`src/rtl/alu_pkg.sv`:
```
// ----------------------------------------------------------------------------
// alu_pkg
// Shared definitions for the registered 8-bit ALU:
//   WIDTH    - datapath width (fixed at 8)
//   alu_op_t - operation select encoding (add, subtract, xor, left shift)
// ----------------------------------------------------------------------------
package alu_pkg;

    localparam int WIDTH = 8;

    typedef enum logic [1:0] {
        OP_ADD = 2'd0,
        OP_SUB = 2'd1,
        OP_XOR = 2'd2,
        OP_SHL = 2'd3
    } alu_op_t;

endpackage : alu_pkg

```
`src/rtl/alu_adder8.sv`:
```
// ----------------------------------------------------------------------------
// alu_adder8
// Purely combinational 8-bit ripple-carry adder.
// Ports:
//   a, b  (in,  8 bits) - addends
//   cin   (in,  1 bit)  - carry in
//   s     (out, 8 bits) - low 8 bits of a + b + cin
//   cout  (out, 1 bit)  - carry out of bit 7
// ----------------------------------------------------------------------------
module alu_adder8
    import alu_pkg::*;
(
    input  logic [WIDTH-1:0] a,
    input  logic [WIDTH-1:0] b,
    input  logic             cin,
    output logic [WIDTH-1:0] s,
    output logic             cout
);

    // carry[i] is the carry into bit i; carry[WIDTH] leaves the adder.
    logic [WIDTH:0] carry;

    assign carry[0] = cin;

    genvar gi;
    generate
        for (gi = 0; gi < WIDTH; gi = gi + 1) begin : g_full_adder
            assign s[gi]         = a[gi] ^ b[gi] ^ carry[gi];
            assign carry[gi + 1] = (a[gi] & b[gi]) | (carry[gi] & (a[gi] ^ b[gi]));
        end
    endgenerate

    assign cout = carry[WIDTH];

endmodule : alu_adder8

```
`src/rtl/alu.sv`:
```
// ----------------------------------------------------------------------------
// alu
// Registered 8-bit ALU, one-cycle latency. Every clock, only the result
// group selected by `operation` loads; all other groups hold.
// Ports:
//   clk               (in)      rising-edge clock
//   rst_n             (in)      asynchronous active-low reset, clears outputs
//   a, b              (in,  8)  unsigned operands
//   operation         (in,  2)  0 add, 1 subtract, 2 xor, 3 left shift of a
//   sum, cout         (out, 8/1) a + b as a 9-bit result
//   difference, bout  (out, 8/1) a - b mod 256, borrow (a < b)
//   xor_output        (out, 8)  a ^ b
//   left_shift_output (out, 8)  {a[6:0], 1'b0}
// ----------------------------------------------------------------------------
module alu
    import alu_pkg::*;
(
    input  logic             clk,
    input  logic             rst_n,
    input  logic [WIDTH-1:0] a,
    input  logic [WIDTH-1:0] b,
    input  logic [1:0]       operation,
    output logic [WIDTH-1:0] sum,
    output logic             cout,
    output logic [WIDTH-1:0] difference,
    output logic             bout,
    output logic [WIDTH-1:0] xor_output,
    output logic [WIDTH-1:0] left_shift_output
);

    // ---------------- combinational results ----------------
    logic [WIDTH-1:0] add_s;
    logic             add_c;
    logic [WIDTH-1:0] sub_s;
    logic             sub_c;
    logic [WIDTH-1:0] xor_next;
    logic [WIDTH-1:0] shl_next;

    alu_adder8 u_add (
        .a    (a),
        .b    (b),
        .cin  (1'b0),
        .s    (add_s),
        .cout (add_c)
    );

    // Two's-complement subtract: a + ~b + 1. A carry out means no borrow.
    alu_adder8 u_sub (
        .a    (a),
        .b    (~b),
        .cin  (1'b1),
        .s    (sub_s),
        .cout (sub_c)
    );

    assign xor_next = a ^ b;
    assign shl_next = {a[WIDTH-2:0], 1'b0};

    // ---------------- load enables ----------------
    alu_op_t op;
    logic    add_en;
    logic    sub_en;
    logic    xor_en;
    logic    shl_en;

    assign op = alu_op_t'(operation);

    always_comb begin
        add_en = 1'b0;
        sub_en = 1'b0;
        xor_en = 1'b0;
        shl_en = 1'b0;
        case (op)
            OP_ADD:  add_en = 1'b1;
            OP_SUB:  sub_en = 1'b1;
            OP_XOR:  xor_en = 1'b1;
            OP_SHL:  shl_en = 1'b1;
            default: ;
        endcase
    end

    // ---------------- output registers ----------------
    logic [WIDTH-1:0] sum_reg;
    logic             cout_reg;
    logic [WIDTH-1:0] diff_reg;
    logic             bout_reg;
    logic [WIDTH-1:0] xor_reg;
    logic [WIDTH-1:0] shl_reg;

    always_ff @(posedge clk or negedge rst_n) begin
        if (!rst_n) begin
            sum_reg  <= '0;
            cout_reg <= 1'b0;
        end else if (add_en) begin
            sum_reg  <= add_s;
            cout_reg <= add_c;
        end
    end

    always_ff @(posedge clk or negedge rst_n) begin
        if (!rst_n) begin
            diff_reg <= '0;
            bout_reg <= 1'b0;
        end else if (sub_en) begin
            diff_reg <= sub_s;
            bout_reg <= ~sub_c;
        end
    end

    always_ff @(posedge clk or negedge rst_n) begin
        if (!rst_n) begin
            xor_reg <= '0;
        end else if (xor_en) begin
            xor_reg <= xor_next;
        end
    end

    always_ff @(posedge clk or negedge rst_n) begin
        if (!rst_n) begin
            shl_reg <= '0;
        end else if (shl_en) begin
            shl_reg <= shl_next;
        end
    end

    assign sum               = sum_reg;
    assign cout              = cout_reg;
    assign difference        = diff_reg;
    assign bout              = bout_reg;
    assign xor_output        = xor_reg;
    assign left_shift_output = shl_reg;

endmodule : alu

```
`config.mk`:
```
export PLATFORM = sky130hd
export DESIGN_NAME = alu
export DESIGN_NICKNAME = d
export VERILOG_FILES = /design/src/rtl/alu_pkg.sv /design/src/rtl/alu_adder8.sv /design/src/rtl/alu.sv
export SDC_FILE = /design/constraint.sdc
export NUM_CORES = 1
export LEC_CHECK = 0
export BUFFER_PORTS_ARGS = -buffer_cell sky130_fd_sc_hd__buf_2
export CAP_MARGIN = 5
export CORE_ASPECT_RATIO = 1.2
export CORE_UTILIZATION = 51
export CTS_BUF_LIST = sky130_fd_sc_hd__clkbuf_16
export CTS_CLUSTER_DIAMETER = 40
export DETAILED_ROUTE_END_ITERATION = 8
export PLACE_DENSITY = 0.89
export SYNTH_ARGS = -nofsm -noshare
export SYNTH_HDL_FRONTEND = slang
export SYNTH_SLANG_ARGS = --single-unit
```
`constraint.sdc`:
```
create_clock -name clk -period 0.9 [get_ports clk]
set_input_delay 0.135 -clock clk [delete_from_list [all_inputs] [get_ports clk]]
set_output_delay 0.135 -clock clk [all_outputs]
set_load 0.02 [all_outputs]
```
==> results.toml <==
[critical_path]
r2r_slack_ns = -0.03
startpoint = "a[0]"
crit_chain = "buf_12 -> inv_12 -> ha_4 -> inv_2 -> fa_2 -> inv_2 -> fa_2 -> fa_2 -> fa_2 -> fa_2 -> fa_2 -> fa_2 -> mux2i_1"
reg2reg_depth = 2
path_depth = 13
crit_path_frequent_cell = "fa_2"
worstPathRequired_ns = 1.06
reg2reg_to = "left_shift_output[5]"
cp_max_fo = 3
critPathTopFamily = "adder cells"
worstSetupStartpointType = "primary input"
worst-path-buf-inv = 4
path_class = "primary input to flop"
critPathArrivalTime_ns = 3.06
regToRegStartpoint = "left_shift_output[5]"
crit_path_max_incr_delay_ns = 0.55
crit_slowest_cell = "fa_2"
end_kind = "flop"
crit_end = "difference[7]"

[clocking]
cts_max_path_buffers = 2
clk_pin_slew_worst_paths_ns = 0.05
clk_latency_ns = 0.28
cts_tree = "yes"
clockRootBuffer = "clkbuf_16"
cts_buffers = 5
clock_sinks = 33
htreeDepth = 2

[cells_and_area]
fin_nets = 269
layout_commonest_cell = "buf_6"
final_core_util = 0.833
num_antenna_cells = 0
fin_cells = 264
syn_to_final_growth_pct = 56.8
drive_gt1_frac = 0.555
final_cell_mix = "buf_6, dfrtp_1, buf_4, inv_1, buf_2"

[placement]
portBuffers = 52
placedCellCount = 240
dp_hpwl_mm = 3.03
gp_congestion = 0.740
dp_slack_ns = -2.38

[logic_synthesis]
synth-seq-cells = 33
synth.distinct_cells = 15
synth_top_cell_by_area = "dfrtp_1"
syn_area_per_cell_sq_um = 13.0
synth_top_area_frac = 0.465
synth.area.top_cells = "dfrtp_1, fa_1, mux2i_1"
yosys_warnings = 0
syn_area_sq_um = 1770
syn-num-nets = 180
seq_area_frac_synth = 0.465
synthCells = 137

[pwr]
clkPwrFrac = 0.271
power_frac_comb = 0.383
p_seq_frac = 0.346
powerDensity_nw_per_um2 = 2150
p_leak_nw = 1.49
vdd_drop_max_mv = 2.35
p_switching_mw = 1.93
sw_frac_of_total = 0.323
internal-power_mw = 4.05

[detailed_routing]
drt_pass1_iterations = 4
dr_total_vias = 1290
avgRoutedWirePerCell_um = 18.1
drc = 0
postRouteAntennaNets = 0
drt_iter0_drc = 19
wl_mm = 4.79
via_per_inst = 4.89

[flow_run]
maxCapViolCount = 0

[sta]
hold_viol = 0
fin_worst_skew_ns = 0
rsz0062_at_grt = "true"
period_minus_slack_ns = 2.91
finalSetupViolCount = 50
slew_violations = 0
fmax_mhz = 344
setup_ws_ns = -2.01
timing.final.crit_share = 3.23

[die]
die_area_sq_um = 3720
core-area_sq_um = 3340
ios = 54
die_h_um = 66.6
die_w_um = 55.8
initial_core_util = 0.531
num_rows = 23

[grt]
grt_usage = 0.268
grt_overflow = 0
antenna_found_initial = 0
grt_max_degree = 22
grt_pass1_wl_mm = 7.02
grt_pass1_vias = 1448

[run_status]
status = "complete, but fails checks"
violations = "setup timing"

[min_path]
hp-start = "a[0]"
whs_path_depth = 2
hold_class = "primary input to flop"
## area by class of cell
type	count	area [sq um]
multi-input cells	65	851
fillers	170	557
inverters	35	144
well taps	37	46.3
repair buffers	86	777
flip-flops and latches	33	826
clock inverters	3	12.5
clock buffers	5	125
## cell families after synthesis
logic type      synth area share
fa+ha+maj                  0.221
mux                        0.184
simple gates              0.0127
compound gates            0.0226
flops                      0.465
buf+inv                   0.0917
other cells              0.00211
## cells in the mapped netlist
cell type,n
dfrtp_1,33
conb_1,1
fa_1,14
buf_4,2
o21ai_0,8
buf_2,1
mux2i_1,15
inv_1,35
buf_6,1
ha_1,9
mux2_4,5
nand2b_1,2
or2_1,1
mux2_2,9
nand2_1,1
## power by group through the flow
stage / Combinational, mW / Sequential, mW / Clock (mW)
after global routing: 2.44 / 2.10 / 1.69
after CTS: 2.16 / 2.05 / 1.63
after global placement: 1.54 / 1.99 / 0
after floorplan: 0.539 / 2.39 / 0
after detailed placement: 1.61 / 2.00 / 0
final: 2.29 / 2.07 / 1.62
## repair_timing
| action | CTS | global route |
|---|---|---|
| hold buffers | 1 | 0 |
| endpoints found under the hold margin | 12 | 0 |
| pin swaps | 2 | 0 |
| setup buffers | 9 | 6 |
| gates resized for setup | 74 | 3 |
| setup endpoints to repair | 49 | 49 |
| gates cloned | 0 | 0 |
## through the flow
step | total power [mW] | TNS (ns) | hold WS [ns] | area (sq um)
after floorplan | 2.93 | -18.74 | -0.161 | 1840
after global placement | 3.53 | -24.97 | 0.0461 | 2280
after detailed placement | 3.61 | -25.76 | 0.0569 | 2280
after CTS | 5.84 | -18.60 | 0.129 | 2730
after global routing | 6.23 | -20.07 | 0.134 | 2780
final | 5.99 | -18.90 | 0.129 | 2780
## layer usage
layer / wire (um) / share of wire / GRT usage / up-vias
li1: - / - / - / 589
met3: 185 / 0.039 / 0.0699 / 15
met1: 1580 / 0.33 / 0.272 / 641
met2: 2820 / 0.59 / 0.518 / 45
met5: 0 / 0 / 0 / -
met4: 199 / 0.042 / 0.116 / 0
## worst min path at each step
stage,end,slack (ns)
floorplan,bout,-0.16
global placement,sum[2],0.05
detailed placement,sum[2],0.06
CTS,left_shift_output[1],0.13
global route,left_shift_output[1],0.13
finish,left_shift_output[1],0.13
(Power assumes the default switching activity.)
